===== src/rtl/nw_controller.sv =====
// -----------------------------------------------------------------------------
// nw_controller
// Sequencer for the Needleman-Wunsch datapath. It loads sequences A and B
// from the host into the symbol RAMs, initialises the score matrix, fills the
// matrix one cell at a time (read -> compute -> write -> advance) and then
// runs traceback. Every datapath enable/strobe is a registered output.
//
// Ports
//   clk, rst            system clock, synchronous active-high reset
//   start               begin a run (honoured only in IDLE/DONE/ERROR)
//   sym_valid/sym_data  host symbol stream (N symbols of A, then N of B)
//   sym_ready           controller accepts a symbol this cycle
//   end_init            datapath finished matrix initialisation
//   calculated          datapath finished the current cell
//   end_filling         datapath wrote the last cell
//   end_c               datapath finished traceback
//   din_ram, en_ram     symbol and enable towards the symbol RAMs
//   weA/weB, addr_dinA/addr_dinB  per-RAM write enable and address
//   en_init, en_read, en_ins, we, change_index, en_traceB  datapath strobes
//   busy, done, err     run status (err = cell timeout)
// -----------------------------------------------------------------------------
module nw_controller #(
    parameter int N       = 128,
    parameter int BitAddr = $clog2(N + 1),
    parameter int TIMEOUT = 64
) (
    input  logic             clk,
    input  logic             rst,
    input  logic             start,
    input  logic             sym_valid,
    input  logic [2:0]       sym_data,
    output logic             sym_ready,
    input  logic             end_init,
    input  logic             calculated,
    input  logic             end_filling,
    input  logic             end_c,
    output logic [2:0]       din_ram,
    output logic             en_ram,
    output logic             weA,
    output logic             weB,
    output logic [BitAddr:0] addr_dinA,
    output logic [BitAddr:0] addr_dinB,
    output logic             en_init,
    output logic             en_read,
    output logic             en_ins,
    output logic             we,
    output logic             change_index,
    output logic             en_traceB,
    output logic             busy,
    output logic             done,
    output logic             err
);

    localparam int AW = BitAddr + 1;
    localparam int TW = $clog2(TIMEOUT + 1);

    typedef enum logic [3:0] {
        S_IDLE, S_LOAD_A, S_LOAD_B, S_INIT, S_RD, S_CALC,
        S_WR, S_NEXT, S_TRACE, S_DONE, S_ERROR
    } state_t;

    state_t          r_state;
    state_t          w_next;
    logic [AW-1:0]   r_cnt;
    logic [TW-1:0]   r_tmo;
    logic            r_fill_seen;

    logic [2:0]      r_din;
    logic            r_en_ram, r_weA, r_weB;
    logic [AW-1:0]   r_addrA, r_addrB;
    logic            r_sym_ready, r_en_init, r_en_read, r_en_ins, r_we;
    logic            r_change_index, r_en_traceB, r_busy, r_done, r_err;

    logic            w_sym_ready, w_en_init, w_en_read, w_en_ins, w_we;
    logic            w_change_index, w_en_traceB, w_busy, w_done, w_err;

    logic            w_idle_like, w_start, w_accept, w_last, w_fill_phase, w_tmo_hit;

    assign w_idle_like  = (r_state == S_IDLE) || (r_state == S_DONE) || (r_state == S_ERROR);
    assign w_start      = start && w_idle_like;
    // sym_ready is high exactly while in LOAD_A/LOAD_B, so this is the handshake
    assign w_accept     = sym_valid && r_sym_ready;
    assign w_last       = (r_cnt == AW'(N - 1));
    assign w_fill_phase = (r_state == S_RD) || (r_state == S_CALC) ||
                          (r_state == S_WR) || (r_state == S_NEXT);
    assign w_tmo_hit    = (r_tmo == TW'(TIMEOUT - 1));

    // State register
    always_ff @(posedge clk) begin
        if (rst) r_state <= S_IDLE;
        else     r_state <= w_next;
    end

    // Next-state logic
    always_comb begin
        w_next = r_state;
        unique case (r_state)
            S_IDLE, S_DONE, S_ERROR: if (start) w_next = S_LOAD_A;
            S_LOAD_A: if (w_accept && w_last) w_next = S_LOAD_B;
            S_LOAD_B: if (w_accept && w_last) w_next = S_INIT;
            S_INIT:   if (end_init) w_next = S_RD;
            S_RD:     w_next = S_CALC;
            S_CALC: begin
                if (calculated)     w_next = S_WR;
                else if (w_tmo_hit) w_next = S_ERROR;
            end
            S_WR:     w_next = S_NEXT;
            // end_filling may have pulsed earlier in this cell; the sticky flag keeps it
            S_NEXT:   w_next = (end_filling || r_fill_seen) ? S_TRACE : S_RD;
            S_TRACE:  if (end_c) w_next = S_DONE;
            default:  w_next = S_IDLE;
        endcase
    end

    // Output decode from the next state; registered below so outputs track the state
    always_comb begin
        w_sym_ready    = (w_next == S_LOAD_A) || (w_next == S_LOAD_B);
        w_en_init      = (w_next == S_INIT);
        w_en_read      = (w_next == S_RD);
        w_en_ins       = (w_next == S_CALC);
        w_we           = (w_next == S_WR);
        w_change_index = (w_next == S_NEXT);
        w_en_traceB    = (w_next == S_TRACE);
        w_done         = (w_next == S_DONE);
        w_err          = (w_next == S_ERROR);
        w_busy         = !((w_next == S_IDLE) || (w_next == S_DONE) || (w_next == S_ERROR));
    end

    always_ff @(posedge clk) begin
        if (rst) begin
            r_sym_ready    <= 1'b0;
            r_en_init      <= 1'b0;
            r_en_read      <= 1'b0;
            r_en_ins       <= 1'b0;
            r_we           <= 1'b0;
            r_change_index <= 1'b0;
            r_en_traceB    <= 1'b0;
            r_busy         <= 1'b0;
            r_done         <= 1'b0;
            r_err          <= 1'b0;
        end else begin
            r_sym_ready    <= w_sym_ready;
            r_en_init      <= w_en_init;
            r_en_read      <= w_en_read;
            r_en_ins       <= w_en_ins;
            r_we           <= w_we;
            r_change_index <= w_change_index;
            r_en_traceB    <= w_en_traceB;
            r_busy         <= w_busy;
            r_done         <= w_done;
            r_err          <= w_err;
        end
    end

    // Symbol write path, load counter, cell timeout and end_filling latch
    always_ff @(posedge clk) begin
        if (rst) begin
            r_din       <= '0;
            r_en_ram    <= 1'b0;
            r_weA       <= 1'b0;
            r_weB       <= 1'b0;
            r_addrA     <= '0;
            r_addrB     <= '0;
            r_cnt       <= '0;
            r_tmo       <= '0;
            r_fill_seen <= 1'b0;
        end else begin
            r_en_ram <= w_accept;
            r_weA    <= w_accept && (r_state == S_LOAD_A);
            r_weB    <= w_accept && (r_state == S_LOAD_B);
            if (w_accept) begin
                r_din <= sym_data;
                if (r_state == S_LOAD_A) r_addrA <= r_cnt;
                else                     r_addrB <= r_cnt;
                r_cnt <= w_last ? '0 : r_cnt + 1'b1;
            end

            if (r_state == S_CALC && !calculated) r_tmo <= r_tmo + 1'b1;
            if (r_state == S_NEXT)                r_tmo <= '0;

            if (w_fill_phase && end_filling)           r_fill_seen <= 1'b1;
            if (r_state == S_NEXT && w_next == S_TRACE) r_fill_seen <= 1'b0;

            if (w_start) begin
                r_cnt       <= '0;
                r_tmo       <= '0;
                r_fill_seen <= 1'b0;
                r_addrA     <= '0;
                r_addrB     <= '0;
            end
        end
    end

    assign sym_ready    = r_sym_ready;
    assign din_ram      = r_din;
    assign en_ram       = r_en_ram;
    assign weA          = r_weA;
    assign weB          = r_weB;
    assign addr_dinA    = r_addrA;
    assign addr_dinB    = r_addrB;
    assign en_init      = r_en_init;
    assign en_read      = r_en_read;
    assign en_ins       = r_en_ins;
    assign we           = r_we;
    assign change_index = r_change_index;
    assign en_traceB    = r_en_traceB;
    assign busy         = r_busy;
    assign done         = r_done;
    assign err          = r_err;

endmodule

===== config.mk =====
export PLATFORM = sky130hd
export DESIGN_NAME = nw_controller
export DESIGN_NICKNAME = d
export VERILOG_FILES = /design/src/rtl/nw_controller.sv
export SDC_FILE = /design/constraint.sdc
export NUM_CORES = 1
export LEC_CHECK = 0
export CORE_MARGIN = 1.5
export CORE_UTILIZATION = 51
export CTS_BUF_LIST = sky130_fd_sc_hd__clkbuf_4 sky130_fd_sc_hd__clkbuf_8 sky130_fd_sc_hd__clkbuf_16
export CTS_CLUSTER_SIZE = 30
export DETAILED_ROUTE_END_ITERATION = 16
export PLACE_DENSITY = 0.79
export SLEW_MARGIN = 5
export SYNTH_ARGS = -nofsm -noshare
export SYNTH_HDL_FRONTEND = slang
export SYNTH_SLANG_ARGS = --single-unit

===== constraint.sdc =====
create_clock -name clk -period 2.6 [get_ports clk]
set_input_delay 0.26 -clock clk [delete_from_list [all_inputs] [get_ports clk]]
set_output_delay 0.26 -clock clk [all_outputs]
set_load 0.01 [all_outputs]

After elaboration in Yosys (flattened, before gate mapping) --
Index checks and enable logic that the tools add are counted.
Storage, ports and cells: register bits 55, latch bits 0, memory bits (writable) 0, bits in read-only memories 0, bits of input ports 11, output and inout bits 34, memories kept 0
Operators by class: $add $sub $neg 2, $mul 0, div/mod/pow operators 0, magnitude comparators 0, eq/ne operators 22, shift operators 0, muxes and demuxes 10, bitwise gates (word level) 1, reduce and logical (&&, ||, !) cells 27
Operators with widths (count):
- $pmux 4 s9 | 1
- $eq 4x3->1 const B | 8
- $mux 4 | 8
- $eq 4x4->1 const B | 6
- $eq 4x2->1 const B | 4
- $add 9x1->9 const B | 1
- $eq 9x7->1 const B | 1
- $logic_or 1x1->1 | 9
- $mux 9 | 1
- $reduce_or 3->1 | 3
- $eq 4x1->1 const B | 2
- $logic_and 1x1->1 | 8
- $logic_not 4->1 | 2
- $add 7x1->7 const B | 1
- $eq 7x6->1 const B | 1
- $reduce_and 2->1 | 2
- $logic_not 1->1 | 2
- $reduce_or 2->1 | 1
- $not 1->1 | 1

Longest topological paths before layout --
word-level depth 8, mapped depth 9, mapped depth without buffers 8

Worst setup path before layout --
No wires, ideal clock.
path kind register to register, start register r_cnt[0], end register r_busy, in the netlist busy, library setup time 86 ps, arrival 1998 ps, slack 517 ps, cell stages (with the launch flop) 9, buffers on the path 1, clock period less this slack 2083 ps, path through dfxtp_1 -> ha_1 -> nor4bb_4 -> and3_1 -> buf_6 -> mux2_4 -> o2111ai_4 -> xor2_1 -> a211oi_1
On the way: word-level cells in the longest chain between the ends 8
RTL lines:
- start: declaration | line 64 | logic [AW-1:0] r_cnt;
- start signal: assignment | line 175 | r_cnt <= w_last ? '0 : r_cnt + 1'b1;
- $eq 9x7->1 (*) | line 83 | assign w_last = (r_cnt == AW'(N - 1));
- $logic_and 1x1->1 (*) | line 99, 100
- $mux 4 (on tied branches) | line 100, 99
- $pmux 4 s9 (*) | line 97 | unique case (r_state)
- $eq 4x4->1 / $logic_not 4->1 (equally long branches) | line 126 | w_busy = !((w_next == S_IDLE) || (w_next == S_DONE) || (w_next == S_ERROR));
- $logic_or 1x1->1 | line 126
- $logic_or 1x1->1 (*) | line 126
- $logic_not 1->1 (*) | line 126
- end signal: assignment | line 149 | r_busy <= w_busy;
- end: declaration | line 72 | logic r_change_index, r_en_traceB, r_busy, r_done, r_err;
Every way passes the cells marked *; elsewhere a longest branch is shown, timed or not. A chain may end at the register's enable or synchronous reset.

Worst setup path after layout --
Ends and elaborated chain as after synthesis.

==> metrics.cfg <==
[cts]
clock_tree.htree_level_count = 2
cts_tree = yes
cts_hold_bufs = 0
clockRootBuffer = clkbuf_8
ctsResizeCount = 0
cts_inserted_buffers = 5
clockBufferDepth = 2
clkLatencyLatePin_ns = 0.30
clock_net_sink_count = 55
clkTransAtPathRegs_ns = 0.09
post-cts-setup-buffers = 0

[run_status]
outcome = completed

[global_route]
track_usage_pct = 19.2
grt_start_max_net_pins = 28
grt_util_met3_pct = 4.47
grt_antenna_before_repair = 0
global_route_wire_length_before_repair_mm = 7.62
grt_busiest_layer = met2
globalRoute.totalOverflow = 0
globalRouteMet1Util_pct = 24.3
first_global_vias = 1726
grt.met2_usage_pct = 31.7

[cells_and_area]
register_area_mm2 = 0.00110
final_cells = 352
antenna_cells = 0
fillers = 379
design.final.nets = 312
synthToLayoutAreaGrowth_pct = 24.6
multi_input_area_mm2 = 0.00112
layout-drive-gt1-share_pct = 7.67

[detailed_routing]
routed-via-count = 1862
vias_per_cell = 5.29
post-route-drc-count = 0
first_pass_iters = 4
post_drt_wl_per_cell_um = 12.5
drt_first_iter_violations = 130
drt-total-wl_mm = 4.38
ant_nets = 0

[die]
die_w_um = 70.2
placeableCoreArea_mm2 = 0.00435
die_height_um = 70.2
die_area_mm2 = 0.00493
floorplan.initialDensity_pct = 52.9
num_rows = 24
num_io_pins = 45

[synth]
syn_inst = 256
yosys.area.top_type_share_pct = 47.8
synth_area_per_cell_um2 = 9.00
synth_adder_area_share_pct = 1.52
synth_ff_type = dfxtp_1
synth.top_cells.by_area = dfxtp_1 (48%), nor2_1 (6.4%), nand2_1 (5.1%)
postSynth.asyncResetShare_pct = 0
synth_fp_nets = 269
netlist_top_cells_count = dfxtp_1 (55), nor2_1 (39), nand2_1 (31)
mux_share_of_post_synthesis_cell_area_pct = 5.00
yosys.area_share.xor_xnor_pct = 5.70
synth-seq-cells = 55
synth_most_common_cell = dfxtp_1
ys_seq_area_share_pct = 47.8
synth-warning-count = 0
synth_simple_gate_area_share_pct = 26.4
number_of_enable_type_register_cells_in_the_synthesized_netlist = 0
synth-compound-area-share_pct = 10.2
synth_top_family_by_area = simple AND/OR/NAND/NOR gates
synth.cell_area_mm2 = 0.00230
netlist-cell-type-count = 43
yosys.area.top_type = dfxtp_1

[critical_path]
timing.critical_path.buf_inv = 0
worstReg2RegStart = r_cnt[0]
cp-end-kind = flip-flop
worst-r2r-cell-count = 7
critical_path.top_delay_family = simple AND/OR/NAND/NOR gates
worst_ep_arrival_time_ns = 2.56
crit_path_max_incr_delay_ns = 0.43
critical_path.cell_chain = ha_1 > nor4bb_4 > and3_1 > mux2_4 > o2111ai_4 > xor2_1 > a211oi_1
crit-reg2reg-capture = busy
crit_path_start_kind = flip-flop
reg2reg_setup_slack_ns = 0.25
cp_data_required_time_ns = 2.81
criticalPathCategory = flip-flop to flip-flop
timing.critical_path.fanout_max = 8
slowest_cell_on_the_critical_path = dfxtp_1

[timing]
timing.final.ws_setup_ns = 0.250
tightestPinTransition_ns = 0.625
max_freq_mhz = 426
period_needed_ns = 2.35
skew_ns = 0.00602
slew-limit-headroom_pct = 58.3
timing_max_transition_violations_final = 0
final-hold-violation-count = 0
final-setup-viol-count = 0
rsz_0062_raised_after_global_routing = no
timing.final.crit_share_pct = 90.4
setup_total_negative_slack_ns = 0

[power]
static-leakage-power_nw = 1.02
power.density_mw_per_mm2 = 499
post-layout-total-power_mw = 1.43
power.ir.vdd_worst_mv = 0.312
internal_power_mw = 1.11
power.switching_mw = 0.322
p_comb_share_pct = 7.6
p_seq_share_pct = 59.8
clockPowerShare_pct = 32.5
swShare_pct = 22.4

[place]
buffer_ports.inserted = 44
placedCellCount = 344
hpwlAfterDp_mm = 3.15
dpl_worst_slack_ns = 0.281
routabilityCongestion = 0.905

[min_path]
hold_end = addr_dinA[1]
holdCritPathClass = flip-flop to flip-flop
worst_hold_startpoint = addr_dinA[1]
hold_depth = 2

[run]
drv_cap = 0

## metrics by stage
step                instance area, um2  utilization [%]  hold slack, ns
detailed placement                2780             63.9           0.447
global route                      2870             65.9           0.479
CTS                               2870             65.9           0.460
global placement                  2780             63.9           0.442
finish                            2870             65.9           0.458
floorplan                         2300                -           0.396
## worst reg2reg max path, stage by stage (launching register included)
cell and delay [ns]:
dfxtp_1 0.43, ha_1 0.21, nor4bb_4 0.30, and3_1 0.30, mux2_4 0.34, o2111ai_4 0.28
xor2_1 0.13, a211oi_1 0.26
## state kept, by name, summed over array words and instances (netlist names)
register / flops
addr_dinA: 9
addr_dinB: 9
r_cnt: 9
r_tmo: 7
r_state: 4
din_ram: 3
busy: 1
change_index: 1
done: 1
en_init: 1
en_ins: 1
en_ram: 1
en_read: 1
en_traceB: 1
err: 1
r_fill_seen: 1
sym_ready: 1
we: 1
weA: 1
weB: 1
## metal layers
layer	wire [um]	up-vias
met3	157	4
met4	42	0
li1	-	952
met1	1990	858
met5	0	-
met2	2200	48
## area by class of cell
| class | instances | share of cell area (%) |
|---|---|---|
| Multi-Input combinational cell | 184 | 39.2 |
| Clock inverter | 1 | 0.174 |
| Timing Repair Buffer | 48 | 16.4 |
| Inverter | 5 | 0.654 |
| Sequential cell | 55 | 38.4 |
| Clock buffer | 7 | 2.92 |
| Tap cell | 52 | 2.27 |
## power by group through the flow
| stage | clock network [mW] | logic [mW] | registers [mW] |
|---|---|---|---|
| floorplan | 0 | 0.0654 | 0.876 |
| global route | 0.511 | 0.121 | 0.859 |
| CTS | 0.479 | 0.110 | 0.857 |
| global placement | 0 | 0.108 | 0.877 |
| finish | 0.466 | 0.109 | 0.857 |
| detailed placement | 0 | 0.109 | 0.877 |
## worst max-delay path by stage
stage | endpoint | slack (ns) | startpoint | depth (start not counted)
2_1_floorplan | busy | 0.52 | r_cnt[0] | 8
3_3_place_gp | busy | 0.36 | r_cnt[0] | 7
3_5_place_dp | busy | 0.28 | r_cnt[0] | 7
4_1_cts | busy | 0.25 | r_cnt[0] | 7
5_1_grt | busy | 0.08 | r_cnt[0] | 7
6_report | busy | 0.25 | r_cnt[0] | 7
## kinds of logic after synthesis
logic type	Yosys count
AO/OA/AOI/OAI	32
AND/OR/NAND/NOR	123
buffers and inverters	17
flip-flops	55
XOR/XNOR	15
multiplexers	11
adder cells (fa/ha/maj)	3
## cell usage in the layout, fill, tap and decap left out, drive strengths merged, types with 5 or more instances in the layout
cell type,Yosys,routed
mux2i,10,10
dfxtp,55,55
nand2b,5,5
nand3,11,11
nor2,41,41
a211oi,5,5
xor2,11,11
or2,7,7
clkdlybuf4s50,0,44
nor3,7,7
clkbuf,4,7
nand2,31,31
inv,5,5
a21oi,15,15
No activity file was read; power rests on OpenSTA's default activity.
==> RTL edit 1, RTL diff (config.mk and constraints unchanged) <==
Change the parameter `TIMEOUT` from 64 to 128.
--- a/src/rtl/nw_controller.sv
+++ b/src/rtl/nw_controller.sv
@@ -22,7 +22,7 @@
 module nw_controller #(
     parameter int N       = 128,
     parameter int BitAddr = $clog2(N + 1),
-    parameter int TIMEOUT = 64
+    parameter int TIMEOUT = 128
 ) (
     input  logic             clk,
     input  logic             rst,
Behaviour: no difference found for any inputs over 10 cycles, from zero or initial values and one cycle with rst high; that may be too few to reach the edited logic, so the function may still have changed.
==> RTL edit 1 against the original RTL <==
Sequential power up 2%. Power increased by 3.0%. Sequential cell count increased by 1. Wire length grew 7.0%. Utilization increased by 1.3 points. Area after synthesis grew 1.6%. Setup slack gained 0.13 ns. Global-route usage rose by 1.0 points. Design area up 2.7%. Largest power group unchanged. Highest routed layer unchanged.
==> RTL edit 1: results (changes against the original RTL) <==
metric,value,unit,change
first-pass GRT wire length,8220,um,+8.0%
Post-synth ARST share,0,%,unchanged
Synth cell types,48,,+12%
Leak Pwr,1.03,nW,+1.4%
Post-Syn Nets,270,,+0.37%
Total Nets Final,317,,+1.6%
Commonest cells post-synth,"dfxtp_1 (56), nor2_1 (34), nand2_1 (30)",,
number of global-route vias before repair,1748,,+1.3%
Worst Path Arrival,2.42,ns,-0.14 ns
wire length per cell,13.1,um,+5.5%
worst-margin pin slew,0.700,ns,+0.0759 ns
run status,completed,,
number of synthesis warnings,0,,unchanged
1st-iter DRT viols,96,,-26%
Hold Buf Count CTS,0,,unchanged
TritonRoute pass-1 iters,4,,unchanged
"Largest stage delay, worst path",0.45,ns,+0.02 ns
DP Wirelength,3240,um,+2.8%
Crit Path Max Fanout,9,,+1
Final Skew,0.00724,ns,+0.00122 ns
global-route usage over all layers,20.2,%,+1.0 points
Mapped Cells,257,,+0.39%
gpl congestion,0.803,,-11%
Setup WS pre-CTS,0.328,ns,+0.0477 ns
sequential fraction of the synthesis area,47.9,%,+0.11 points
total number of vias,1931,,+3.7%
ranking of synthesized cells by area,"dfxtp_1 (48%), nor2_1 (5.5%), nand2_1 (4.8%)",,
share of cells above drive strength 1,8.85,%,+1.2 points
maximum vdd drop,0.405,mV,+30%
[RTL edit 1: changes by cell type in the layout (fill, tap and decap cells not counted), sizes merged, moves of 3 or more]
cell and delta:
a211oi -5, a21oi +5, nand3b +3, nand4 +4, nor2 -6, nor3 +4, o21ai +4, or2 -6
or3 +4
[RTL edit 1: path summary, 6_finish.rpt]
check	from	endpoint	slack, ns	depth (start not counted)
setup / recovery	r_cnt[0]	busy	0.38	7
hold / removal	din_ram[1]	din_ram[1]	0.46	2
setup reg to reg	r_cnt[0]	busy	0.38	7
hold reg to reg	din_ram[1]	din_ram[1]	0.46	2
[RTL edit 1: power by group]
group          total (mW)  internal (mW)  switching (mW)
registers           0.872          0.865         0.00751
logic               0.109         0.0477          0.0612
clock network       0.495          0.227           0.267
total                1.48           1.14           0.336
[RTL edit 1: cell type report]
class | count | area, um^2
flip-flops and latches | 56 | 1120
multi-input cells | 186 | 1160
fillers | 388 | 1440
well taps | 52 | 65.1
clock buffers | 7 | 90.1
clock inverters | 1 | 7.51
repair buffers | 50 | 485
inverters | 5 | 18.8
[RTL edit 1: metrics by stage]
step	instance area [um^2]	hold WS, ns	std cells	util [%]	power, mW
2_1_floorplan	2340	0.344	257	-	0.954
3_3_place_gp	2850	0.441	349	65.0	0.999
3_5_place_dp	2850	0.447	349	65.0	1.00
4_1_cts	2950	0.460	357	67.2	1.49
5_1_grt	2950	0.480	357	67.2	1.54
6_report	2950	0.457	357	67.2	1.48
[RTL edit 1: kinds of logic after synthesis]
family | count (synthesis) | share of synthesized area (%)
AOI/OAI and AO/OA | 37 | 11.2
xor gates and xnor gates | 14 | 5.24
adders and majority gates | 2 | 1.07
buffers and inverters | 15 | 2.62
DFF | 56 | 47.9
muxes | 11 | 4.71
and+or+nand+nor | 122 | 27.3
[RTL edit 1: worst max-delay path: cells and delay by family, from the launching register on]
kind            cells  cell delay [ns]
compound gates      1             0.25
xor+xnor            1             0.24
fa+ha+maj           1             0.23
flops               1             0.45
mux                 1             0.25
simple gates        3             0.70
[RTL edit 1: per-layer routing]
layer	share of wire (%)	track usage, %
met5	0	0
met4	0.62	6.92
met3	4.9	5.13
met2	47	29.9
met1	48	28.7
==> RTL edit 2, RTL diff (same flow settings) <==
Without the edit above. Make the reset (`rst`) asynchronous in 3 clocked blocks. Comments in the files are not updated.
--- a/src/rtl/nw_controller.sv
+++ b/src/rtl/nw_controller.sv
@@ -86,7 +86,7 @@
     assign w_tmo_hit    = (r_tmo == TW'(TIMEOUT - 1));
 
     // State register
-    always_ff @(posedge clk) begin
+    always_ff @(posedge clk or posedge rst) begin
         if (rst) r_state <= S_IDLE;
         else     r_state <= w_next;
     end
@@ -126,7 +126,7 @@
         w_busy         = !((w_next == S_IDLE) || (w_next == S_DONE) || (w_next == S_ERROR));
     end
 
-    always_ff @(posedge clk) begin
+    always_ff @(posedge clk or posedge rst) begin
         if (rst) begin
             r_sym_ready    <= 1'b0;
             r_en_init      <= 1'b0;
@@ -153,7 +153,7 @@
     end
 
     // Symbol write path, load counter, cell timeout and end_filling latch
-    always_ff @(posedge clk) begin
+    always_ff @(posedge clk or posedge rst) begin
         if (rst) begin
             r_din       <= '0;
             r_en_ram    <= 1'b0;
Function: differs if rst is asserted again (counterexample within 4 cycles, from zero or initial values and one cycle with rst high); with rst held inactive, the same outputs for 10 cycles.
==> RTL edit 2 against the original RTL <==
Design area increased by 9.9%. First-iteration DRC count rose by 48%. Clock skew grew 0.0021 ns. Sequential cell count is the same. Setup slack better by 0.083 ns. Area after synthesis increased by 9.1%. Wire length increased by 16%.
Power is not compared: it rests on default switching activity, and its combinational part moved more than twofold at a synthesized area within 25%.
==> RTL edit 2: results (changes against the original RTL) <==
metric,value,unit,change
Clock buffer cells,6,,-1
worst reg2reg startpoint,r_tmo[0],,
global-route usage over all layers,20.4,%,+1.3 points
first-pass GRT wire length,8340,um,+9.4%
fill count,388,,+2.4%
multi-input gates,177,,-3.8%
worst hold slack,0.281,ns,-0.177 ns
gpl congestion,0.867,,-4.2%
compound-gate portion of the synthesized area,9.51,%,-0.70 points
bufs w/o clock,53,,+10%
FF+latch area,1380,um^2,+25%
final instance area,3150,um^2,+9.9%
Mapped Cells,247,,-3.5%
Total Nets Final,311,,-0.32%
DP Wirelength,3750,um,+19%
placed cells,358,,+4.1%
worst-margin pin slew,0.626,ns,+0.00146 ns
"Inverters, non-clock",6,,+1
Crit Path Max Fanout,4,,-4
vias per cell,5.44,,+2.8%
1st-iter DRT viols,193,,+48%
Clock Network Area Fraction,2.82,%,-0.28 points
Crit-path slowest cell,a211oi_1,,
Commonest cells post-synth,"dfrtp_1 (55), nand2_1 (37), nor2_1 (34)",,
number of global-route vias before repair,1766,,+2.3%
Most used DFF post-synth,dfrtp_1,,
sequential fraction of the synthesis area,54.8,%,+7.0 points
Post-Syn Nets,260,,-3.3%
ranking of synthesized cells by area,"dfrtp_1 (55%), nand2_1 (5.5%), nor2_1 (5.1%)",,
Multi-input gate area,1070,um^2,-4.7%
Setup WS pre-CTS,0.378,ns,+0.0970 ns
largest net degree at the start of global routing,24,,-14%
Post-synth ARST share,100,%,+100 points
non-clk buf share,16.1,%,-0.28 points
Tmin final,2.27,ns,-0.0829 ns
mux cell area share after synthesis,3.98,%,-1.0 points
wire length per cell,13.8,um,+11%
"CP delay by family, top",simple AND/OR/NAND/NOR gates,,
placed inst area,3060,um^2,+10%
run status,completed,,
R2R Setup Slk,0.33,ns,+0.08 ns
setup bufs post-CTS,0,,unchanged
[RTL edit 2: power groups by stage]
stage	clock network, mW	logic, mW	registers, mW
2_1_floorplan	0	0.671	1.19
3_3_place_gp	0	1.02	1.21
3_5_place_dp	0	1.04	1.22
4_1_cts	0.473	1.04	1.20
5_1_grt	0.509	1.15	1.23
6_report	0.468	1.04	1.21
[RTL edit 2: routing by layer]
layer / wire (um) / part of all wire [%] / vias up / global-route usage (%)
met5: 0 / 0 / - / 0
met4: 80 / 1.6 / 0 / 5.66
met2: 2340 / 46 / 68 / 30.8
met3: 264 / 5.2 / 8 / 4.28
met1: 2380 / 47 / 953 / 29.9
li1: - / - / 961 / -
[RTL edit 2: worst register-to-register path: stages, from the launching register on]
cell and delay (ns):
dfrtp_1 0.43, ha_1 0.26, nor2b_1 0.17, and2_1 0.16
a211oi_1 0.51, inv_1 0.18, nor4_1 0.33, a211oi_1 0.11
